File: config.mk
export PLATFORM = sky130hd
export DESIGN_NAME = uart_tx_param
export DESIGN_NICKNAME = d
export VERILOG_FILES = /design/src/rtl/uart_pkg.sv /design/src/rtl/uart_tx_fifo.sv /design/src/rtl/uart_tx_param.sv
export SDC_FILE = /design/constraint.sdc
export NUM_CORES = 1
export LEC_CHECK = 0
export BUFFER_PORTS_ARGS = -buffer_cell sky130_fd_sc_hd__buf_4
export CAP_MARGIN = 0
export CORE_MARGIN = 2
export CORE_UTILIZATION = 50
export CTS_BUF_LIST = sky130_fd_sc_hd__clkbuf_8
export DETAILED_ROUTE_END_ITERATION = 6
export HOLD_SLACK_MARGIN = 0.1
export MAX_ROUTING_LAYER = met4
export PLACE_DENSITY = 0.8
export SYNTH_ARGS = -nofsm -noshare
export SYNTH_HDL_FRONTEND = slang
export SYNTH_SLANG_ARGS = --single-unit
File: constraint.sdc
create_clock -name clk -period 2.22 [get_ports clk]
set_clock_uncertainty 0.1 [all_clocks]
set_input_delay 0.333 -clock clk [delete_from_list [all_inputs] [get_ports clk]]
set_output_delay 0.333 -clock clk [all_outputs]
set_load 0.005 [all_outputs]
File: src/rtl/uart_pkg.sv
// Shared types for the UART transmit path: parity selection and the TX frame FSM states.
package uart_pkg;

  typedef enum logic [1:0] {
    PAR_NONE,
    PAR_ODD,
    PAR_EVEN
  } parity_t;

  typedef enum logic [2:0] {
    TX_IDLE,
    TX_START,
    TX_DATA,
    TX_PARITY,
    TX_STOP
  } state_t;

endpackage

File: src/rtl/uart_tx_fifo.sv
// Power-of-two transmit FIFO with combinational head read; push ignores same-cycle pop when full.
module uart_tx_fifo #(
  parameter int WIDTH = 8,
  parameter int DEPTH = 4
) (
  input  logic                     clk,
  input  logic                     reset,
  input  logic                     push,
  input  logic                     pop,
  input  logic [WIDTH-1:0]         din,
  output logic [WIDTH-1:0]         dout,
  output logic [$clog2(DEPTH):0]   count,
  output logic                     full,
  output logic                     empty
);
  localparam int AW = $clog2(DEPTH);

  logic [WIDTH-1:0] mem [DEPTH];
  logic [AW-1:0]    wr_ptr, rd_ptr;
  logic             push_ok, pop_ok;

  assign full    = (count == (AW+1)'(DEPTH));
  assign empty   = (count == '0);
  assign push_ok = push && !full;
  assign pop_ok  = pop && !empty;
  assign dout    = mem[rd_ptr];

  always_ff @(posedge clk) begin
    if (push_ok) mem[wr_ptr] <= din;
  end

  always_ff @(posedge clk or posedge reset) begin
    if (reset) begin
      wr_ptr <= '0;
      rd_ptr <= '0;
      count  <= '0;
    end else begin
      if (push_ok) wr_ptr <= wr_ptr + 1'b1;
      if (pop_ok)  rd_ptr <= rd_ptr + 1'b1;
      case ({push_ok, pop_ok})
        2'b10:   count <= count + 1'b1;
        2'b01:   count <= count - 1'b1;
        default: count <= count;
      endcase
    end
  end

endmodule

File: src/rtl/uart_tx_param.sv
// Buffered UART transmitter: FIFO feeds a start/data/parity/stop framer with registered line output.
module uart_tx_param
  import uart_pkg::*;
#(
  parameter int      FREQUENCY  = 10000000,
  parameter int      BAUD_RATE  = 9600,
  parameter int      DATA_BITS  = 8,
  parameter parity_t PARITY     = PAR_NONE,
  parameter int      STOP_BITS  = 1,
  parameter int      FIFO_DEPTH = 4
) (
  input  logic                          clk,
  input  logic                          reset,
  input  logic                          tx_dv,
  input  logic [DATA_BITS-1:0]          tx_byte,
  output logic                          tx_ready,
  output logic                          tx_serial,
  output logic                          tx_active,
  output logic                          tx_done,
  output logic [$clog2(FIFO_DEPTH):0]   fifo_count
);
  localparam int CLKS_PER_BIT = FREQUENCY / BAUD_RATE;
  localparam int CNT_W        = $clog2(CLKS_PER_BIT);
  localparam int BIT_W        = $clog2(DATA_BITS);
  localparam logic [CNT_W-1:0] LAST_CNT  = CNT_W'(CLKS_PER_BIT - 1);
  localparam logic [BIT_W-1:0] LAST_BIT  = BIT_W'(DATA_BITS - 1);
  localparam logic [BIT_W-1:0] LAST_STOP = BIT_W'(STOP_BITS - 1);

  if (CLKS_PER_BIT < 2) begin : g_cpb_chk
    $error("uart_tx_param: FREQUENCY/BAUD_RATE must be at least 2");
  end
  if (DATA_BITS < 5 || DATA_BITS > 9) begin : g_db_chk
    $error("uart_tx_param: DATA_BITS must be 5..9");
  end
  if (STOP_BITS < 1 || STOP_BITS > 2) begin : g_sb_chk
    $error("uart_tx_param: STOP_BITS must be 1 or 2");
  end

  state_t               state, state_nxt;
  logic [CNT_W-1:0]     clk_cnt, cnt_nxt;
  logic [BIT_W-1:0]     bit_idx, idx_nxt;
  logic [DATA_BITS-1:0] shreg, shreg_nxt;
  logic                 par_bit, par_nxt;
  logic                 serial_nxt, active_nxt, done_nxt;
  logic                 bit_end, load, pop;
  logic                 fifo_full, fifo_empty;
  logic [DATA_BITS-1:0] fifo_dout;

  uart_tx_fifo #(.WIDTH(DATA_BITS), .DEPTH(FIFO_DEPTH)) u_fifo (
    .clk   (clk),
    .reset (reset),
    .push  (tx_dv),
    .pop   (pop),
    .din   (tx_byte),
    .dout  (fifo_dout),
    .count (fifo_count),
    .full  (fifo_full),
    .empty (fifo_empty)
  );

  assign tx_ready = !fifo_full;
  assign bit_end  = (clk_cnt == LAST_CNT);

  always_ff @(posedge clk or posedge reset) begin
    if (reset) begin
      state     <= TX_IDLE;
      clk_cnt   <= '0;
      bit_idx   <= '0;
      shreg     <= '0;
      par_bit   <= 1'b0;
      tx_serial <= 1'b1;
      tx_active <= 1'b0;
      tx_done   <= 1'b0;
    end else begin
      state     <= state_nxt;
      clk_cnt   <= cnt_nxt;
      bit_idx   <= idx_nxt;
      shreg     <= shreg_nxt;
      par_bit   <= par_nxt;
      tx_serial <= serial_nxt;
      tx_active <= active_nxt;
      tx_done   <= done_nxt;
    end
  end

  // Next-cycle line value is decided here so tx_serial stays a clean register output.
  always_comb begin
    state_nxt  = state;
    cnt_nxt    = bit_end ? '0 : clk_cnt + 1'b1;
    idx_nxt    = bit_idx;
    shreg_nxt  = shreg;
    par_nxt    = par_bit;
    serial_nxt = tx_serial;
    active_nxt = tx_active;
    done_nxt   = 1'b0;
    load       = 1'b0;
    pop        = 1'b0;
    case (state)
      TX_IDLE: begin
        cnt_nxt    = '0;
        serial_nxt = 1'b1;
        active_nxt = 1'b0;
        load       = !fifo_empty;
      end
      TX_START: if (bit_end) begin
        state_nxt  = TX_DATA;
        idx_nxt    = '0;
        serial_nxt = shreg[0];
      end
      TX_DATA: if (bit_end) begin
        shreg_nxt = shreg >> 1;
        if (bit_idx == LAST_BIT) begin
          idx_nxt = '0;
          if (PARITY != PAR_NONE) begin
            state_nxt  = TX_PARITY;
            serial_nxt = par_bit;
          end else begin
            state_nxt  = TX_STOP;
            serial_nxt = 1'b1;
          end
        end else begin
          idx_nxt    = bit_idx + 1'b1;
          serial_nxt = shreg[1];
        end
      end
      TX_PARITY: if (bit_end) begin
        state_nxt  = TX_STOP;
        idx_nxt    = '0;
        serial_nxt = 1'b1;
      end
      TX_STOP: if (bit_end) begin
        if (bit_idx == LAST_STOP) begin
          done_nxt = 1'b1;
          idx_nxt  = '0;
          if (!fifo_empty) begin
            load = 1'b1;
          end else begin
            state_nxt  = TX_IDLE;
            active_nxt = 1'b0;
          end
        end else begin
          idx_nxt = bit_idx + 1'b1;
        end
      end
      default: begin
        state_nxt  = TX_IDLE;
        cnt_nxt    = '0;
        idx_nxt    = '0;
        serial_nxt = 1'b1;
        active_nxt = 1'b0;
      end
    endcase
    // Pop the head and start a frame; shared by idle launch and back-to-back chaining.
    if (load) begin
      pop        = 1'b1;
      state_nxt  = TX_START;
      cnt_nxt    = '0;
      idx_nxt    = '0;
      shreg_nxt  = fifo_dout;
      par_nxt    = (^fifo_dout) ^ (PARITY == PAR_ODD);
      serial_nxt = 1'b0;
      active_nxt = 1'b1;
    end
  end

endmodule

Yosys cells after proc, flatten, opt, wreduce, memory -nomap -nowiden:

Memories as Yosys holds them, arrays and structs flattened.
Cells that the tools add are included.

* output and inout port bits: 7
* register bits: 35
* bits of input ports: 11
* memory bits (writable): 32
* memories: 1
* word-level logic and storage cells: 99

* add/subtract/negate cells: 6
* equal/unequal tests: 20
* multiplexer cells: 44
* reduce and logical (&&, ||, !) cells: 18

Memory list
* u_fifo.mem: depth 4, bits a word 8, rd ports 1, clocked after memory_dff 0, wr ports 1, line uart_tx_fifo.sv:18 `logic [WIDTH-1:0] mem [DEPTH];`

Operators by type and width (number)
* $mux W3: 14
* $mux W11: 3
* $mux W8: 3
* $ne A3 B3 Y1 const B: 7
* $mux W1: 18
* $pmux W3 S5: 1
* $pmux W3 S4: 1
* $reduce_and A4 Y1: 3
* $add A11 B1 Y11 const B: 1
* $eq A11 B11 Y1 const B: 1
* $eq A3 B3 Y1 const B: 3
* $logic_not A3 Y1: 3
* $reduce_and A8 Y1: 1
* $add A3 B1 Y3 const B: 2
* $eq A3 B2 Y1 const B: 2
* $pmux W3 S2: 1
* $reduce_bool A2 Y1: 3
* $add A2 B1 Y2 const B: 2
* $ne A2 B2 Y1 const B: 2
* $pmux W1 S2: 2
* $pmux W1 S4: 1
* $reduce_or A4 Y1: 1
* $eq A3 B1 Y1 const B: 1
* $ne A3 B1 Y1 const B: 1
* 9 further kinds: 11

Logic depth before layout (Yosys ltp):

* depth after elaboration: 9
* gate-level depth with buffers: 11
* gate-level depth less buffers: 11

Modules after synthesis:

A second synthesis with hierarchy kept.

* cells, all modules: 227
* area, all modules: 3095.5 um2

By module, submodules not included
* uart_tx_fifo: sequential area each 1136.1 um2, cells an instance 80, area each 1596.5 um2, instances 1
* uart_tx_param: sequential area each 701.9 um2, cells an instance 147, area each 1498.9 um2, instances 1

Worst setup path after synthesis:

OpenSTA, ideal clock, no wires.

* path type: reg-to-reg
* from: register clk_cnt[5]
* to: register u_fifo.count[2]
* data required time: 2041 ps
* library setup time: 79 ps
* period minus slack after synthesis: 2453 ps
* slack: -233 ps
* arrival: 2273 ps
* stages on the path, launching flop included: 10
* buffers on the path: 0
* cells stage by stage: dfrtp_1 nor4b_4 a41oi_2 nor2_8 ha_1 inv_1 fa_1 xor2_1 nor2_1 xor2_1

* longest elaborated chain between the ends: 7
* elaborated cells between the ends (all ways): 9
* those cells by class: eq/ne: 3; mux: 4; reduce/logical: 2

Ends and longest elaborated chain
* from (decl): line uart_tx_param.sv:40 `logic [CNT_W-1:0] clk_cnt, cnt_nxt;`
* from (signal assigned): line uart_tx_param.sv:76 `clk_cnt <= cnt_nxt;`
* $eq A11 B11 Y1 (*): line uart_tx_param.sv:62 `assign bit_end = (clk_cnt == LAST_CNT);`
* $mux W1 (*): line uart_tx_param.sv:131 `TX_STOP: if (bit_end) begin`
* $pmux W1 S2 (*): line uart_tx_param.sv:98 `case (state)`
* $mux W1 (*): line uart_tx_param.sv:154 `if (load) begin`
* $logic_and A1 B1 Y1 (*): line uart_tx_fifo.sv:25 `assign pop_ok = pop && !empty;`
* named net u_fifo.pop_ok: line uart_tx_fifo.sv:20 `logic push_ok, pop_ok;`
* $eq A2 B1 Y1 / $eq A2 B2 Y1 (equally long branches): line uart_tx_fifo.sv:40 `case ({push_ok, pop_ok})`
* $pmux W3 S2 / $reduce_bool A2 Y1 (equally long branches)
* to (signal assigned): line uart_tx_fifo.sv:41 `2'b10: count <= count + 1'b1;`
* to (signal assigned): line uart_tx_fifo.sv:42 `2'b01: count <= count - 1'b1;`
* to (signal assigned): line uart_tx_fifo.sv:43 `default: count <= count;`
* to (decl): line uart_tx_fifo.sv:12 `output logic [$clog2(DEPTH):0] count,`

Mark *: on every way through the listed nets, which the timed path passes. The rest lies on a longest branch.
A chain may end at the register's enable or synchronous reset.

Worst setup path after layout:

* from: register clk_cnt[9]
* to: register u_fifo.count[2]

Same word-level chain as after synthesis.

==> metrics.md <==
| Metric | Value |
|---|---|
| Worst hold path endpoint | u_fifo.wr_ptr[0] |
| Mapped Area | 0.00314 sq mm |
| # rows | 28 |
| TritonCTS clock tree | yes |
| CTS Buf Count | 9 |
| # diodes | 0 |
| Hold path depth | 3 |
| DIE AREA | 0.00694 sq mm |
| Largest net degree at the start of global routing | 36 |
| XOR/XNOR share of the synthesized area | 4.18% |
| Crit end category | register |
| Fin worst setup slack | -0.0294 ns |
| Post-synthesis mux area share | 10.7% |
| PortBufs | 17 |
| Lkg Pwr | 1.67 nW |
| Mapped Avg Cell Area | 13.8 sq um |
| Iteration count of the initial detailed-routing pass | 6 |
| # Max-Cap Violations | 0 |
| Vias | 2,021 |
| R2R depth | 9 |
| Worst path most repeated cell | xor2_1 |
| Final setup vio count | 1 |
| Most common library cell in the layout ignoring fill and taps | buf_4 |
| Antenna violations before repair | 0 |
| Clk root buf | clkbuf_8 |
| Synthesized Nets | 249 |
| Failing checks | setup timing |
| Post-route cell area | 0.00395 sq mm |
| Main combinational cell family by area after synthesis | simple AND/OR/NAND/NOR gates |
| Pwr Total | 4.45 mW |
| Worst reg2reg endpoint | u_fifo.count[2] |
| GPL Wtd Cong | 0.898 |
| Clk_lat worst skew | 0.34 ns |
| Clock sink count | 67 |
| Final max-slew violation count | 0 |
| Setup TNS | -0.0294 ns |
| Final hold violations | 0 |
| Cell count after synthesis | 227 |
| #FFs+latches synth | 67 |
| Hold_sp | tx_dv |
| Reg2reg start | clk_cnt[9] |
| Via density | 5.45 |
| Area growth, synth to finish | 25.7% |
| Synth Area in Compound Gates | 5.65% |
| Max Fclk | 445 MHz |
| Post-DP Area | 0.00357 sq mm |
| Critical path fanouts, max | 2 |
| # H-tree levels | 3 |
| Grt total ovfl | 0 |
| Die X | 83.3 um |
| Post-synthesis simple-gate area fraction | 13.1% |
| Ports | 18 |
| First-pass GRT wire length | 10,300 um |
| Adder-Cell Fraction of Synth Area | 4.62% |
| RSZ-0062 raised after global routing | true |
| Starting Density | 52.5% |
| ANT nets after route | 0 |
| Final period util | 101% |
| Status | finished, violations left |
| CP startpoint kind | register |
| Worst Path Arrival | 2.42 ns |
| Yosys warns | 0 |
| Hold WS | 0.313 ns |
| Layout net count | 313 |
| Layout cells sized above 1 | 35.1% |
| Crit-path cells | nor4b_4 > a41oi_4 > nor2_8 > ha_4 > inv_2 > fa_2 > xor2_1 > nor2_1 > xor2_1 |
| GR Util All Layers | 19.7% |
| DRC Markers | 0 |
| Vias in the first global route | 2,178 |
| Crit path max-delay cell type | dfrtp_1 |
| Final worst path period need | 2.25 ns |
| Register area share after synthesis | 58.5% |
| Commonest non-fill, non-tap cells in the layout | buf_4, dfrtp_1, edfxtp_1, nor2_1, inv_1 |
| Distinct cells, synth | 47 |
| Post-DR wirelength/cell | 16.8 um |
| Required time worst endpoint | 2.39 ns |
| Detailed Route Iter0 Violations | 96 |
| Clock slew seen by the registers of the worst setup and hold paths | 0.07 ns |
| Crit-path max cell delay | 0.41 ns |
| HPWL after DPL | 4140 um |
| Cells after DPL | 342 |
| Worst-margin pin slew | 0.499 ns |
| Worst slew margin | 66.7% |
| Hold WC Path Type | input pin to register |
| Clk buf depth | 2 |
| Final non-filler cell total | 371 |
| Max IR drop VDD | 0.729 mV |
| R2R Setup Slk | -0.03 ns |
| Setup CP Type | register to register |
| DRT Wirelength | 6240 um |
| Core footprint | 0.00599 sq mm |
| Power per Cell Area | 1130 mW/mm^2 |
| Die height | 83.3 um |
[state kept, by name, indices dropped and copies added (netlist names)]
signal,cells
bit_idx,3
clk_cnt,11
shreg,8
state,3
tx_active,1
tx_done,1
tx_serial,1
u_fifo.count,3
u_fifo.mem,32
u_fifo.rd_ptr,2
u_fifo.wr_ptr,2
[cells by family (layout without fill, tap and decap cells)]
logic type | Yosys count | count (layout)
compound gates | 22 | 22
xor+xnor | 15 | 15
fa+ha+maj | 11 | 11
buf+inv | 22 | 91
flops | 67 | 67
mux | 22 | 22
simple gates | 68 | 68
[layout make-up]
cell class	count	area [sq um]
multi-input combinational	138	1270
sequential	67	1840
timing repair buffer	60	477
tap	75	93.8
clock inverter	7	92.6
clock buffer	9	124
fill	427	2040
inverter	15	56.3
[critical path: cells and delay by family, from the launching register on]
| kind | cells | cell delay (ns) |
|---|---|---|
| DFF | 1 | 0.41 |
| adders and majority gates | 2 | 0.48 |
| buffers and inverters | 1 | 0.04 |
| xor gates and xnor gates | 2 | 0.30 |
| AOI/OAI and AO/OA | 1 | 0.21 |
| and+or+nand+nor | 3 | 0.65 |
[metal layers]
metal / part of all wire, % / routed length, um / track usage (%) / vias up
met1: 39 / 2450 / 22.0 / 989
li1: - / - / - / 960
met4: 2.8 / 176 / 7.15 / 0
met3: 4.1 / 259 / 6.96 / 19
met5: 0 / 0 / - / -
met2: 54 / 3350 / 32.7 / 53
[metrics by stage]
step	setup WS (ns)	utilization, %
4_1_cts	-0.0263	65.1
6_report	-0.0294	65.9
2_1_floorplan	-0.144	-
3_3_place_gp	0.0113	59.6
5_1_grt	-0.171	65.9
3_5_place_dp	-0.125	59.6
[Yosys cell counts, drive strengths merged]
master,number,area share [%]
o22ai,1,0.20
nor3b,2,0.48
dfrtp,34,27
edfxtp,32,31
a221o,2,0.64
fa,1,0.64
xor2,8,2.2
nand4b,1,0.28
a32oi,1,0.28
or3,3,0.60
nand2b,2,0.40
nor3,5,0.80
xnor2,7,2.0
a41o,1,0.32
o31ai,3,0.72
nor2,19,2.9
nor4b,2,1.5
a21oi,5,0.80
dfstp,1,0.84
mux2,14,5.0
buf,7,1.4
nand4,3,0.60
a31o,1,0.28
a221oi,1,0.48
and4,2,0.56
nand3,7,1.3
ha,10,4.0
a2bb2oi,1,0.28
and3,7,1.4
a22oi,1,0.40
and3b,1,0.28
mux4,8,5.7
a211o,1,0.28
nand2,10,1.2
and2,1,0.20
a41oi,1,0.52
inv,15,1.8
o21ai,3,0.48
nor2b,3,0.68
[where the power goes]
group          internal [mW]  total (mW)  switching [mW]
registers               1.66        1.92           0.262
clock network          0.630        1.10           0.468
logic                  0.793        1.43           0.636
total                   3.08        4.45            1.37
[what timing repair did]
item | in CTS | in global routing
pin swaps | 6 | 4
endpoints found under the hold margin | 66 | 0
setup endpoints to repair | 7 | 6
setup buffers | 2 | 2
hold buffers | 9 | 0
gates resized for setup | 2 | 10
[worst max path at each step]
stage | start | end | slack, ns | cells past startpoint
finish | clk_cnt[9] | u_fifo.count[2] | -0.03 | 9
detailed placement | bit_idx[0] | u_fifo.count[2] | -0.13 | 11
global route | bit_idx[0] | u_fifo.count[2] | -0.17 | 11
floorplan | clk_cnt[6] | u_fifo.count[2] | -0.14 | 9
CTS | clk_cnt[3] | u_fifo.count[2] | -0.03 | 9
global placement | bit_idx[0] | u_fifo.count[2] | 0.01 | 11
No activity file was read; power rests on OpenSTA's default activity.
